<file path="src/rtl/dmem_access_ctrl_if.sv">
// Request/response and memory-bus signals of the data-memory access sequencer.
// slave = the sequencer itself; master = pipeline stage plus memory side.
interface dmem_access_ctrl_if;
  logic        req_valid;
  logic [3:0]  req_access;
  logic [31:0] req_addr;
  logic [31:0] req_wdata;
  logic        stall;
  logic        resp_valid;
  logic [31:0] resp_rdata;
  logic        resp_misalign;
  logic        mem_en;
  logic        mem_we;
  logic [31:0] mem_addr;
  logic [31:0] mem_wdata;
  logic [31:0] mem_rdata;

  modport slave (
    input  req_valid, req_access, req_addr, req_wdata, mem_rdata,
    output stall, resp_valid, resp_rdata, resp_misalign,
    output mem_en, mem_we, mem_addr, mem_wdata
  );

  modport master (
    output req_valid, req_access, req_addr, req_wdata, mem_rdata,
    input  stall, resp_valid, resp_rdata, resp_misalign,
    input  mem_en, mem_we, mem_addr, mem_wdata
  );
endinterface

</file>
<file path="src/rtl/dmem_access_ctrl.sv">
// Multi-cycle sequencer turning MEM-stage load/store codes into word-aligned
// memory transactions; sub-word stores are done as read-modify-write.
module dmem_access_ctrl #(
  parameter int unsigned MEM_LAT = 1
) (
  input  logic              clk,
  input  logic              rst,
  dmem_access_ctrl_if.slave bus
);

  localparam logic [3:0] ACC_NONE  = 4'b0000;
  localparam logic [3:0] ACC_LD_BU = 4'b0001;
  localparam logic [3:0] ACC_LD_B  = 4'b0010;
  localparam logic [3:0] ACC_ST_B  = 4'b0011;
  localparam logic [3:0] ACC_LD_HU = 4'b0100;
  localparam logic [3:0] ACC_LD_W  = 4'b0110;
  localparam logic [3:0] ACC_LD_H  = 4'b1000;
  localparam logic [3:0] ACC_ST_W  = 4'b1001;
  localparam logic [3:0] ACC_ST_H  = 4'b1100;

  localparam int CNT_W = 2;
  localparam logic [CNT_W-1:0] CNT_LOAD = CNT_W'(MEM_LAT - 1);

  typedef enum logic [2:0] {
    S_IDLE,
    S_READ,
    S_WAIT,
    S_WRITE,
    S_RESP
  } state_e;

  state_e           state_q, state_d;
  logic [CNT_W-1:0] cnt_q, cnt_d;
  logic [31:0]      rbuf_q, rbuf_d;
  logic             mis_q, mis_d;

  // Access-code decode; request fields are held by the requester for the
  // whole sequence, so they are decoded live rather than registered.
  logic is_ld_bu, is_ld_b, is_ld_hu, is_ld_h, is_ld_w;
  logic is_st_b, is_st_h, is_st_w;
  logic is_load, is_sub_store, is_legal, req_active, misaligned;

  assign is_ld_bu     = (bus.req_access == ACC_LD_BU);
  assign is_ld_b      = (bus.req_access == ACC_LD_B);
  assign is_ld_hu     = (bus.req_access == ACC_LD_HU);
  assign is_ld_h      = (bus.req_access == ACC_LD_H);
  assign is_ld_w      = (bus.req_access == ACC_LD_W);
  assign is_st_b      = (bus.req_access == ACC_ST_B);
  assign is_st_h      = (bus.req_access == ACC_ST_H);
  assign is_st_w      = (bus.req_access == ACC_ST_W);
  assign is_load      = is_ld_bu | is_ld_b | is_ld_hu | is_ld_h | is_ld_w;
  assign is_sub_store = is_st_b | is_st_h;
  assign is_legal     = is_load | is_sub_store | is_st_w;
  assign req_active   = bus.req_valid && (bus.req_access != ACC_NONE);

  assign misaligned = !is_legal
                    || ((is_ld_w || is_st_w) && (bus.req_addr[1:0] != 2'b00))
                    || ((is_ld_hu || is_ld_h || is_st_h) && bus.req_addr[0]);

  logic [31:0] word_addr;
  assign word_addr = {bus.req_addr[31:2], 2'b00};

  // Lane extraction and extension for loads.
  logic [7:0]  sel_byte;
  logic [15:0] sel_half;
  logic [31:0] load_result;

  assign sel_byte = rbuf_q[{bus.req_addr[1:0], 3'b000} +: 8];
  assign sel_half = bus.req_addr[1] ? rbuf_q[31:16] : rbuf_q[15:0];

  always_comb begin
    load_result = 32'd0;
    if (is_ld_w) begin
      load_result = rbuf_q;
    end else if (is_ld_bu) begin
      load_result = {24'd0, sel_byte};
    end else if (is_ld_b) begin
      load_result = {{24{sel_byte[7]}}, sel_byte};
    end else if (is_ld_hu) begin
      load_result = {16'd0, sel_half};
    end else if (is_ld_h) begin
      load_result = {{16{sel_half[15]}}, sel_half};
    end
  end

  // Store data per byte lane: full word for st_w, otherwise the read buffer
  // with only the addressed byte or half replaced.
  logic [31:0] merged_wdata;

  for (genvar gi = 0; gi < 4; gi++) begin : g_lane
    logic byte_hit;
    logic half_hit;
    assign byte_hit = is_st_b && (bus.req_addr[1:0] == 2'(gi));
    assign half_hit = is_st_h && (bus.req_addr[1] == (gi >= 2));
    assign merged_wdata[8*gi +: 8] =
        is_st_w  ? bus.req_wdata[8*gi +: 8] :
        byte_hit ? bus.req_wdata[7:0] :
        half_hit ? bus.req_wdata[8*(gi%2) +: 8] :
                   rbuf_q[8*gi +: 8];
  end

  always_ff @(posedge clk) begin
    if (rst) begin
      state_q <= S_IDLE;
      cnt_q   <= '0;
      rbuf_q  <= 32'd0;
      mis_q   <= 1'b0;
    end else begin
      state_q <= state_d;
      cnt_q   <= cnt_d;
      rbuf_q  <= rbuf_d;
      mis_q   <= mis_d;
    end
  end

  always_comb begin
    state_d = state_q;
    cnt_d   = cnt_q;
    rbuf_d  = rbuf_q;
    mis_d   = mis_q;
    case (state_q)
      S_IDLE: begin
        if (req_active) begin
          mis_d = misaligned;
          if (misaligned) begin
            state_d = S_RESP;
          end else if (is_st_w) begin
            state_d = S_WRITE;
          end else begin
            state_d = S_READ;
          end
        end
      end
      S_READ: begin
        cnt_d   = CNT_LOAD;
        state_d = S_WAIT;
      end
      S_WAIT: begin
        // Counter hits zero in the very cycle the read data is valid.
        if (cnt_q == '0) begin
          rbuf_d  = bus.mem_rdata;
          state_d = is_sub_store ? S_WRITE : S_RESP;
        end else begin
          cnt_d = cnt_q - 2'd1;
        end
      end
      S_WRITE: begin
        state_d = S_RESP;
      end
      S_RESP: begin
        mis_d   = 1'b0;
        state_d = S_IDLE;
      end
      default: begin
        state_d = S_IDLE;
      end
    endcase
  end

  always_comb begin
    bus.mem_en        = 1'b0;
    bus.mem_we        = 1'b0;
    bus.mem_addr      = 32'd0;
    bus.mem_wdata     = 32'd0;
    bus.resp_valid    = 1'b0;
    bus.resp_rdata    = 32'd0;
    bus.resp_misalign = 1'b0;
    case (state_q)
      S_READ: begin
        bus.mem_en   = 1'b1;
        bus.mem_addr = word_addr;
      end
      S_WRITE: begin
        bus.mem_en    = 1'b1;
        bus.mem_we    = 1'b1;
        bus.mem_addr  = word_addr;
        bus.mem_wdata = merged_wdata;
      end
      S_RESP: begin
        bus.resp_valid    = 1'b1;
        bus.resp_misalign = mis_q;
        bus.resp_rdata    = mis_q ? 32'd0 : load_result;
      end
      default: begin
      end
    endcase
  end

  // Released in the RESP cycle so the pipeline advances on that edge.
  assign bus.stall = req_active && (state_q != S_RESP);

endmodule
</file>
<file path="src/flat_wrapper.sv">
// flat-port wrapper written by rule: the top's interface ports become plain ports
module dmem_access_ctrl_flat 
#(
  parameter int unsigned MEM_LAT = 1
)
  (clk, rst, bus_req_valid, bus_req_access, bus_req_addr, bus_req_wdata, bus_mem_rdata, bus_stall, bus_resp_valid, bus_resp_rdata, bus_resp_misalign, bus_mem_en, bus_mem_we, bus_mem_addr, bus_mem_wdata);
  dmem_access_ctrl_if bus_i ();
  input  logic clk;
  input  logic rst;
  input wire logic [$bits(bus_i.req_valid)-1:0] bus_req_valid;
  input wire logic [$bits(bus_i.req_access)-1:0] bus_req_access;
  input wire logic [$bits(bus_i.req_addr)-1:0] bus_req_addr;
  input wire logic [$bits(bus_i.req_wdata)-1:0] bus_req_wdata;
  input wire logic [$bits(bus_i.mem_rdata)-1:0] bus_mem_rdata;
  output wire logic [$bits(bus_i.stall)-1:0] bus_stall;
  output wire logic [$bits(bus_i.resp_valid)-1:0] bus_resp_valid;
  output wire logic [$bits(bus_i.resp_rdata)-1:0] bus_resp_rdata;
  output wire logic [$bits(bus_i.resp_misalign)-1:0] bus_resp_misalign;
  output wire logic [$bits(bus_i.mem_en)-1:0] bus_mem_en;
  output wire logic [$bits(bus_i.mem_we)-1:0] bus_mem_we;
  output wire logic [$bits(bus_i.mem_addr)-1:0] bus_mem_addr;
  output wire logic [$bits(bus_i.mem_wdata)-1:0] bus_mem_wdata;
  assign bus_i.req_valid = bus_req_valid;
  assign bus_i.req_access = bus_req_access;
  assign bus_i.req_addr = bus_req_addr;
  assign bus_i.req_wdata = bus_req_wdata;
  assign bus_i.mem_rdata = bus_mem_rdata;
  assign bus_stall = bus_i.stall;
  assign bus_resp_valid = bus_i.resp_valid;
  assign bus_resp_rdata = bus_i.resp_rdata;
  assign bus_resp_misalign = bus_i.resp_misalign;
  assign bus_mem_en = bus_i.mem_en;
  assign bus_mem_we = bus_i.mem_we;
  assign bus_mem_addr = bus_i.mem_addr;
  assign bus_mem_wdata = bus_i.mem_wdata;
  dmem_access_ctrl #(.MEM_LAT(MEM_LAT)) u_core (.clk(clk), .rst(rst), .bus(bus_i));
endmodule
</file>
<file path="config.mk">
export PLATFORM = sky130hd
export DESIGN_NAME = dmem_access_ctrl_flat
export DESIGN_NICKNAME = d
export VERILOG_FILES = /design/src/rtl/dmem_access_ctrl_if.sv /design/src/rtl/dmem_access_ctrl.sv /design/src/flat_wrapper.sv
export SDC_FILE = /design/constraint.sdc
export NUM_CORES = 1
export LEC_CHECK = 0
export CORE_ASPECT_RATIO = 1.2
export CORE_UTILIZATION = 37
export CTS_CLUSTER_SIZE = 24
export DETAILED_ROUTE_END_ITERATION = 8
export GPL_TIMING_DRIVEN = 0
export PLACE_DENSITY = 0.79
export SLEW_MARGIN = 20
export SYNTH_ARGS = -nofsm -noshare
export SYNTH_HDL_FRONTEND = slang
export SYNTH_SLANG_ARGS = --single-unit
</file>
<file path="constraint.sdc">
create_clock -name clk -period 1.8 [get_ports clk]
set_input_delay 0.27 -clock clk [delete_from_list [all_inputs] [get_ports clk]]
set_output_delay 0.27 -clock clk [all_outputs]
set_load 0.02 [all_outputs]
</file>
; ---- After elaboration in Yosys (flattened, before gate mapping)
; Index checks and enable logic that the tools add are counted.
[totals]
mem_bits_rw = 0
romBits = 0
latchBits = 0
input_bits = 103
regBits = 38
word_cells = 97
memories = 0
[classes]
n_reduce_logical = 28
n_lt_le_gt_ge = 0
shifts = 1
mux = 36
addsub = 1
n_mul = 0
n_bitwise = 8
eq_ne = 19
n_div = 0
[ops]
columns = operator, count
row1 = two-way mux 32 bit, 9
row2 = two-way mux 8 bit, 12
row3 = indexed part select 32 x 6 -> 8 bit, 1
row4 = two-way mux 16 bit, 1
row5 = == test 4 bit (second input constant), 3
row6 = two-way mux 3 bit, 4
row7 = one-hot mux 3 bit (4 select lines), 1
row8 = logical AND 1 bit, 10
row9 = == test 4 x 2 -> 1 bit (second input constant), 2
row10 = == test 4 x 3 -> 1 bit (second input constant), 2
row11 = AND reduction 2 bit, 4
row12 = OR 1 bit, 7
row13 = == test 3 x 2 -> 1 bit (second input constant), 2
row14 = nonzero test 2 bit, 3
row15 = logical OR 1 bit, 5
row16 = two-way mux 1 bit, 5
row17 = == test 2 bit (second input constant), 2
row18 = == test 4 x 1 -> 1 bit (second input constant), 1
row19 = zero test 2 bit, 2
row20 = two-way mux 2 bit, 2
row21 = != test 2 x 1 -> 1 bit (second input constant), 2
row22 = one-hot mux 2 bit (2 select lines), 1
row23 = nonzero test 4 bit, 1
row24 = == test 3 x 1 -> 1 bit (second input constant), 1
row25 = 10 further kinds, 10

; ---- Longest topological paths before layout
; Gate-level depths: netlist (run 1).
[logic_depth]
ltp_word = 13
depth_mapped = 7
ltp_nobuf = 6

; ---- Worst setup path before layout (run 1)
; Ideal clock, no wire load.
[synth_timing]
path_kind = reg-to-output
from = reg u_core.state_q[1]
to = out bus_mem_wdata[14]
path_stages_with_launch = 7
setup_slack_ns = -0.251
arrival_ns = 1.781
cell_sequence = dfxtp_1 > clkbuf_1 > nand2_1 > inv_1 > clkbuf_1 > o221ai_1 > a21oi_1
[synth_via]
elab_chain_cells = 2
[synth_lines]
columns = element, line_no
row1 = start: declaration, dmem_access_ctrl.sv:32  ; state_e state_q, state_d;
row2 = start signal: assignment, dmem_access_ctrl.sv:109  ; state_q <= state_d;
row3 = == test 3 x 2 -> 1 bit, dmem_access_ctrl.sv:168  ; case (state_q)
row4 = two-way mux 32 bit, dmem_access_ctrl.sv:168
row5 = end: declaration, flat_wrapper.sv:22  ; output wire logic [$bits(bus_i.mem_wdata)-1:0] bus_mem_wdata;
; No other way between the ends.

; ---- Worst setup path after layout (run 1)
[layout_timing]
from = in bus_req_access[0]
to = out bus_mem_wdata[26]
[layout_via]
elab_chain_cells = 6
word_cells_on_any_way = 9
[layout_lines]
columns = element, line_no
row1 = start: declaration, flat_wrapper.sv:11  ; input wire logic [$bits(bus_i.req_access)-1:0] bus_req_access;
row2 = == test 4 bit, dmem_access_ctrl.sv:49  ; assign is_st_h = (bus.req_access == ACC_ST_H);
row3 = logical AND 1 bit, dmem_access_ctrl.sv:94  ; assign half_hit = is_st_h && (bus.req_addr[1] == (gi >= 2));
row4 = two-way mux 8 bit, dmem_access_ctrl.sv:98  ; half_hit ? bus.req_wdata[8*(gi%2) +: 8] :
row5 = two-way mux 8 bit, dmem_access_ctrl.sv:97  ; byte_hit ? bus.req_wdata[7:0] :
row6 = two-way mux 8 bit (*), dmem_access_ctrl.sv:96  ; is_st_w ? bus.req_wdata[8*gi +: 8] :
row7 = two-way mux 32 bit (*), dmem_access_ctrl.sv:168
; Every way passes the cells marked *; elsewhere a longest branch is shown, timed or not.

==> results of run 1 <==
-- routing by layer --
layer / vias to the layer above / GRT usage, % / routed length [um]
li1: 2470 / - / -
met1: 2791 / 42.8 / 7930
met2: 618 / 68.4 / 11100
met3: 233 / 8.30 / 2790
met4: 0 / 28.6 / 2530
met5: - / 0 / 0
-- report_power, final --
group          total (W)  switching, W  internal [W]
Combinational    0.00113      0.000577      0.000553
Sequential      0.000908     0.0000445      0.000864
Clock           0.000888      0.000341      0.000548
Total            0.00293      0.000962       0.00196
-- logic make-up after synthesis --
family / count (synthesis) / synth area share, %
muxes: 9 / 3.06
xor gates and xnor gates: 1 / 0.244
AOI/OAI and AO/OA: 174 / 32.5
buffers and inverters: 66 / 9.37
other: 1 / 0.104
adders and majority gates: 1 / 0.348
DFF: 38 / 21.2
and+or+nand+nor: 238 / 33.3
-- synthesized netlist by cell type, drive strengths merged, types with 3 or more instances --
cell type / n / share of area [%]
nand2: 82 / 8.6
a21oi: 53 / 7.7
nor2: 52 / 6.0
dfxtp: 38 / 21
o21ai: 38 / 5.6
and2: 33 / 5.7
clkbuf: 27 / 2.8
buf: 26 / 5.2
nand3: 25 / 3.6
a22oi: 13 / 2.7
and3: 13 / 2.3
inv: 13 / 1.4
o22ai: 12 / 2.1
a211oi: 11 / 2.4
nor2b: 9 / 1.6
a31oi: 8 / 1.4
o221a: 8 / 2.5
o32ai: 8 / 1.9
mux2: 6 / 1.9
nor3: 4 / 0.56
o21a: 4 / 0.84
a2111oi: 3 / 1.3
a21o: 3 / 0.63
o221ai: 3 / 0.73
o41ai: 3 / 0.94
-- sequential cells by signal, summed over array words and instances (netlist names) --
signal and flops:
u_core.state_q 3, u_core.mis_q 1, u_core.rbuf_q 32, u_core.cnt_q 2
-- worst max-delay path, stage by stage --
cell and delay [ns]:
buf_8 0.11, buf_8 0.12, and4bb_4 0.43, buf_6 0.16
nand2_8 0.09, a211oi_2 0.52, o32ai_2 0.21, buf_4 0.20
-- through the flow --
step                      utilization [%]  total power, W  hold slack (ns)  area, um2  instances
after floorplan                         -         0.00128            0.406       3930        529
after global placement               64.3         0.00165            0.477       6090        852
after detailed placement             64.3         0.00166            0.491       6090        852
after CTS                            81.8         0.00276            0.506       7740        917
after global routing                 85.5         0.00299            0.511       8090        940
final                                85.5         0.00293            0.514       8090        940
-- final cells by class --
| type | count | area [um2] | share of cell area [%] |
|---|---|---|---|
| multi-input combinational | 426 | 3740 | 46.3 |
| timing repair buffer | 287 | 2740 | 33.9 |
| sequential | 38 | 778 | 9.62 |
| buffer | 45 | 464 | 5.74 |
| tap | 123 | 154 | 1.90 |
| clock buffer | 6 | 139 | 1.72 |
| inverter | 13 | 57.6 | 0.711 |
| clock inverter | 2 | 12.5 | 0.155 |
-- layout by cell type (no fill, tap or decap), types with 9 or more instances in the layout --
cell / synthesis / routed
a21oi_1: 50 / 33
a21oi_2: 3 / 11
a21oi_4: 0 / 9
and2_1: 33 / 32
and3_4: 0 / 9
buf_2: 11 / 14
buf_4: 10 / 69
buf_6: 5 / 82
buf_8: 0 / 11
clkbuf_2: 0 / 29
clkdlybuf4s50_1: 0 / 96
dfxtp_1: 38 / 32
inv_1: 13 / 11
nand2_1: 82 / 78
nand3_2: 1 / 11
nand3_4: 0 / 9
nor2_1: 49 / 31
nor2_4: 0 / 17
o21ai_2: 3 / 13
o21ai_4: 0 / 14
-- repair_timing --
item,4_1_cts,5_1_grt
gates cloned,8,2
endpoints found under the setup margin,101,103
buffers inserted,54,25
gates resized for setup,709,112
pin swaps,62,49
-- worst max path at each step --
stage | slack (ns) | start | cells after the start | end
after floorplan | -0.16 | bus_req_access[0] | 6 | bus_mem_wdata[27]
after global placement | -1.27 | bus_req_access[3] | 8 | bus_mem_wdata[16]
after detailed placement | -1.29 | bus_req_access[3] | 8 | bus_mem_wdata[21]
after CTS | -0.45 | u_core.state_q[0] | 8 | bus_resp_rdata[29]
after global routing | -0.65 | bus_req_access[0] | 8 | bus_mem_wdata[26]
final | -0.60 | bus_req_access[0] | 8 | bus_mem_wdata[26]
==> results.sh, run 1 <==
export IMPL_yosys_most_used_dff="dfxtp_1"
export IMPL_grt_pass1_wl_um=30700
export IMPL_dp_slack_ns=-1.29
export IMPL_worstSkewPairLatency_ns=0.28
export IMPL_gr_total_overflow=0
export IMPL_hold_end="u_core.rbuf_q[15]"
export IMPL_syn_cell_area_mm2=0.00359
export IMPL_dr_total_vias=6112
export IMPL_ctsRootBufferMaster="clkbuf_16"
export IMPL_timing_final_ws_setup_ns=-0.596
export IMPL_core_area_mm2=0.00947
export IMPL_wl_um=24400
export IMPL_power_density_mw_per_mm2=362
export IMPL_gp_congestion=0.959
export IMPL_reg2regPathDepth=6
export IMPL_floorplan_die_area_mm2=0.0101
export IMPL_initial_core_util_pct=38.0
export IMPL_syn_to_final_growth_pct=125
export IMPL_detail_route_antenna_nets=0
export IMPL_tns_ns=-22.30
export IMPL_violations="negative setup slack"
export IMPL_hold_path_class="register to register"
export IMPL_avgSynthCellArea_um2=6.81
export IMPL_hold_buffers=0
export IMPL_cap_viol_max_count=0
export IMPL_cts_tree="yes"
export IMPL_min_from="u_core.rbuf_q[15]"
export IMPL_cts_buffers=5
export IMPL_clkSinkCount=38
export IMPL_tightest_slew_ns=0.621
export IMPL_die_h_um=110
export IMPL_firstDrtPassIters=6
export IMPL_grt_usage_pct=39.4
export IMPL_yosysSeqAreaShare_pct=21.2
export IMPL_wl_per_cell_um=25.9
export IMPL_rsz0062_at_grt="true"
export IMPL_grt_pass1_vias=5715
export IMPL_diodes=0
export IMPL_drc=0
export IMPL_worstPathRequired_ns=1.53
export IMPL_worstPathArrival_ns=2.13
export IMPL_drv_slew=0
export IMPL_fin_crit_ns=2.40
export IMPL_max_freq_mhz=417
export IMPL_synth_seq_cells=38
export IMPL_hold_depth=2
export IMPL_vdd_drop_max_uv=398
export IMPL_cp_max_fo=8
export IMPL_hpwl_um=12900
export IMPL_setup_violations=64
export IMPL_fillerInstances=452
export IMPL_layout_worst_path_cycle_share_pct=133
export IMPL_clk_path_buf_depth=2
export IMPL_drive_gt1_share_pct=51.8
export IMPL_portBuffers=200
export IMPL_post_drt_via_cell_ratio=6.50
export IMPL_hold_violations=0
export IMPL_ctsHtreeMaxLevel=2
export IMPL_crit_path_start_kind="input pin"
export IMPL_outcome="complete, but fails checks"
export IMPL_ios=204
export IMPL_syn_inst=528
export IMPL_synth_edff_count=0
export IMPL_synth_distinct_cells=62
export IMPL_ys_async_sr_fraction_pct=0
export IMPL_yosysWarnings=0
export IMPL_regToRegStartpoint="u_core.cnt_q[0]"
export IMPL_finClkSkew_ns=0.00346
export IMPL_leakagePower_nw=3.00
export IMPL_num_rows=39
export IMPL_reg2reg_slack_ns=0.10
export IMPL_crit_type="input pin to output port"
export IMPL_cp_end_kind="output port"
export IMPL_slew_headroom_pct=58.6
export IMPL_clk_pin_slew_ns=0.06
export IMPL_grt_max_degree=13
export IMPL_nets=920
export IMPL_die_w_um=92.0
export IMPL_antenna_found_initial=0
export IMPL_drt_iter0_drc=841
export IMPL_worstReg2RegEnd="u_core.state_q[2]"
No activity file was read; power rests on OpenSTA's default activity.
==> run 2, diff against run 1 <==
--- a/config.mk
+++ b/config.mk
@@ -11,7 +11,7 @@
 export DETAILED_ROUTE_END_ITERATION = 8
 export GPL_TIMING_DRIVEN = 0
 export PLACE_DENSITY = 0.79
-export SLEW_MARGIN = 20
+export SLEW_MARGIN = 30
 export SYNTH_ARGS = -nofsm -noshare
 export SYNTH_HDL_FRONTEND = slang
 export SYNTH_SLANG_ARGS = --single-unit
==> results of run 2 <==
No change in the layout: final DEF, timing and power equal those of run 1.
==> run 3, diff against run 2 <==
--- a/config.mk
+++ b/config.mk
@@ -5,12 +5,14 @@
 export SDC_FILE = /design/constraint.sdc
 export NUM_CORES = 1
 export LEC_CHECK = 0
+export CAP_MARGIN = 20
+export CELL_PAD_IN_SITES_DETAIL_PLACEMENT = 1
+export CELL_PAD_IN_SITES_GLOBAL_PLACEMENT = 1
 export CORE_ASPECT_RATIO = 1.2
-export CORE_UTILIZATION = 37
+export CORE_UTILIZATION = 26
 export CTS_CLUSTER_SIZE = 24
 export DETAILED_ROUTE_END_ITERATION = 8
-export GPL_TIMING_DRIVEN = 0
-export PLACE_DENSITY = 0.79
+export PLACE_DENSITY = 0.83
 export SLEW_MARGIN = 30
 export SYNTH_ARGS = -nofsm -noshare
 export SYNTH_HDL_FRONTEND = slang
==> results.sh, run 3 (synthesis results as in run 1) <==
export IMPL_critPathSlowestCell="or4b_4"
export IMPL_pwr_share_comb_pct=41.5
export IMPL_crit_path_cell_trace="or4b_4 -> buf_6 -> a21oi_4 -> o21ai_4 -> o22ai_2 -> buf_6"
export IMPL_power_frac_seq_pct=29.2
export IMPL_finalNonFillerCells=1018
export IMPL_gp_congestion=0.912
export IMPL_vdd_drop_max_uv=470
export IMPL_hpwl_um=15600
export IMPL_dp_slack_ns=-1.26
export IMPL_portBuffers=201
export IMPL_hold_violations=0
export IMPL_rsz0062_at_grt="true"
export IMPL_path_buf_inv=2
export IMPL_ctsHtreeMaxLevel=2
export IMPL_hold_path_class="input pin to register"
export IMPL_power_density_mw_per_mm2=346
export IMPL_grt_pass1_vias=6013
export IMPL_crit_path_start_kind="register"
export IMPL_wl_um=31000
export IMPL_post_drt_via_cell_ratio=6.03
export IMPL_ctsRootBufferMaster="clkbuf_16"
export IMPL_utilization_pct=66.7
export IMPL_reg2regPathDepth=8
export IMPL_leakagePower_nw=3.37
export IMPL_cpMostUsedCell="buf_6"
export IMPL_gr_total_overflow=0
export IMPL_p_clk_share_pct=29.3
export IMPL_core_area_mm2=0.0134
export IMPL_internal_power_w=0.00205
export IMPL_drv_slew=0
export IMPL_timing_hold_ws_ns=0.549
export IMPL_top_regs="u_core.rbuf_q: 32 flops, u_core.state_q: 3 flops, u_core.cnt_q: 2 flops"
export IMPL_dr_total_vias=6139
export IMPL_max_freq_mhz=424
export IMPL_finClkSkew_ns=0.00580
export IMPL_die_w_um=109
export IMPL_endpoint="bus_resp_rdata[4]"
export IMPL_tightest_slew_ns=0.643
export IMPL_antenna_found_initial=0
export IMPL_grt_usage_pct=32.2
export IMPL_hold_buffers=0
export IMPL_clk_path_buf_depth=2
export IMPL_largest_reg_flops=32
export IMPL_drc=0
export IMPL_crit_type="register to output port"
export IMPL_worstSkewPairLatency_ns=0.28
export IMPL_drt_iter0_drc=441
export IMPL_cts_buffers=5
export IMPL_cp_end_kind="output port"
export IMPL_p_sw_w=0.00103
export IMPL_timing_final_ws_setup_ns=-0.558
export IMPL_drive_gt1_share_pct=56.1
export IMPL_num_rows=46
export IMPL_critPathMaxStageDelay_ns=0.60
export IMPL_violations="negative setup slack"
export IMPL_grt_pass1_wl_um=34500
export IMPL_outcome="complete, but fails checks"
export IMPL_worstReg2RegEnd="u_core.rbuf_q[21]"
export IMPL_slew_headroom_pct=57.0
export IMPL_layout_worst_path_cycle_share_pct=131
export IMPL_detail_route_antenna_nets=0
export IMPL_top_register="u_core.rbuf_q"
export IMPL_clk_pin_slew_ns=0.06
export IMPL_regToRegStartpoint="u_core.state_q[2]"
export IMPL_nets=953
export IMPL_floorplan_die_area_mm2=0.0143
export IMPL_syn_to_final_growth_pct=148
export IMPL_worstSetupPathDepth=6
export IMPL_clkSinkCount=38
export IMPL_dp_cells=944
export IMPL_worstPathArrival_ns=2.09
export IMPL_cp_max_fo=6
export IMPL_reg2reg_slack_ns=0.07
export IMPL_ios=204
export IMPL_wl_per_cell_um=30.5
export IMPL_worstSetupStartpoint="u_core.state_q[1]"
export IMPL_final_common_cell="buf_6"
export IMPL_cts_tree="yes"
export IMPL_setup_violations=96
export IMPL_cap_viol_max_count=0
export IMPL_grt_max_degree=37
export IMPL_crit_family="simple AND/OR/NAND/NOR gates"
export IMPL_power_switching_share_pct=33.5
export IMPL_initial_core_util_pct=26.9
export IMPL_layout_common_cells="132 x buf_6, 101 x buf_4, 96 x clkdlybuf4s50_1"
export IMPL_die_h_um=131
export IMPL_worstPathRequired_ns=1.53
export IMPL_fin_crit_ns=2.36
export IMPL_firstDrtPassIters=5
export IMPL_diodes=0
==> run 3: how the worst min path moves through the flow <==
stage,startpoint,endpoint,cells past startpoint,slack [ns]
6_report,bus_mem_rdata[3],u_core.rbuf_q[3],3,0.55
5_1_grt,bus_mem_rdata[1],u_core.rbuf_q[1],3,0.57
4_1_cts,u_core.rbuf_q[19],u_core.rbuf_q[19],2,0.51
3_5_place_dp,u_core.rbuf_q[19],u_core.rbuf_q[19],2,0.51
3_3_place_gp,u_core.cnt_q[0],u_core.cnt_q[0],2,0.49
2_1_floorplan,bus_mem_rdata[13],u_core.rbuf_q[13],2,0.41
==> run 3: area by class of cell <==
| type | count | area (um2) |
|---|---|---|
| clock buffers | 7 | 143 |
| clock inverters | 1 | 5.00 |
| fillers | 1414 | 4450 |
| inverters | 13 | 53.8 |
| multi-input cells | 425 | 3860 |
| flip-flops and latches | 38 | 767 |
| well taps | 168 | 210 |
| repair buffers | 366 | 3860 |
==> run 3: power by group through the flow <==
stage / Sequential [W] / Clock [W] / Combinational [W]
after floorplan: 0.000902 / 0 / 0.000375
after global placement: 0.000905 / 0 / 0.000855
after global routing: 0.000899 / 0.000924 / 0.00131
after detailed placement: 0.000907 / 0 / 0.000881
final: 0.000898 / 0.000902 / 0.00128
after CTS: 0.000891 / 0.000893 / 0.00100
==> run 3: what timing repair did <==
| item | 4_1_cts | 5_1_grt |
|---|---|---|
| pin swaps | 33 | 59 |
| gates resized for setup | 655 | 279 |
| setup buffers | 27 | 40 |
| gates cloned | 5 | 4 |
| setup endpoints to repair | 103 | 101 |
==> run 3: per-stage QoR <==
step | total power [W] | setup TNS [ns] | instance area, um2
finish | 0.00308 | -30.32 | 8900
global route | 0.00313 | -32.60 | 8900
CTS | 0.00279 | -17.91 | 7570
detailed placement | 0.00179 | -78.05 | 6730
global placement | 0.00176 | -72.37 | 6730
floorplan | 0.00128 | -2.71 | 3930
==> run 3: tightest hold or removal path, stage by stage <==
cell	delay (ns)
clkdlybuf4s50_1	0.40
nand2_1	0.06
a21oi_1	0.05
==> run 3: routing by layer <==
| metal | wire length (um) | part of all wire, % | up-vias | global-route usage, % |
|---|---|---|---|---|
| met1 | 11000 | 35 | 3026 | 36.2 |
| met2 | 15300 | 49 | 408 | 58.4 |
| met5 | 0 | 0 | - | 0 |
| met3 | 2400 | 7.7 | 184 | 5.06 |
| li1 | - | - | 2521 | - |
| met4 | 2330 | 7.5 | 0 | 16.6 |
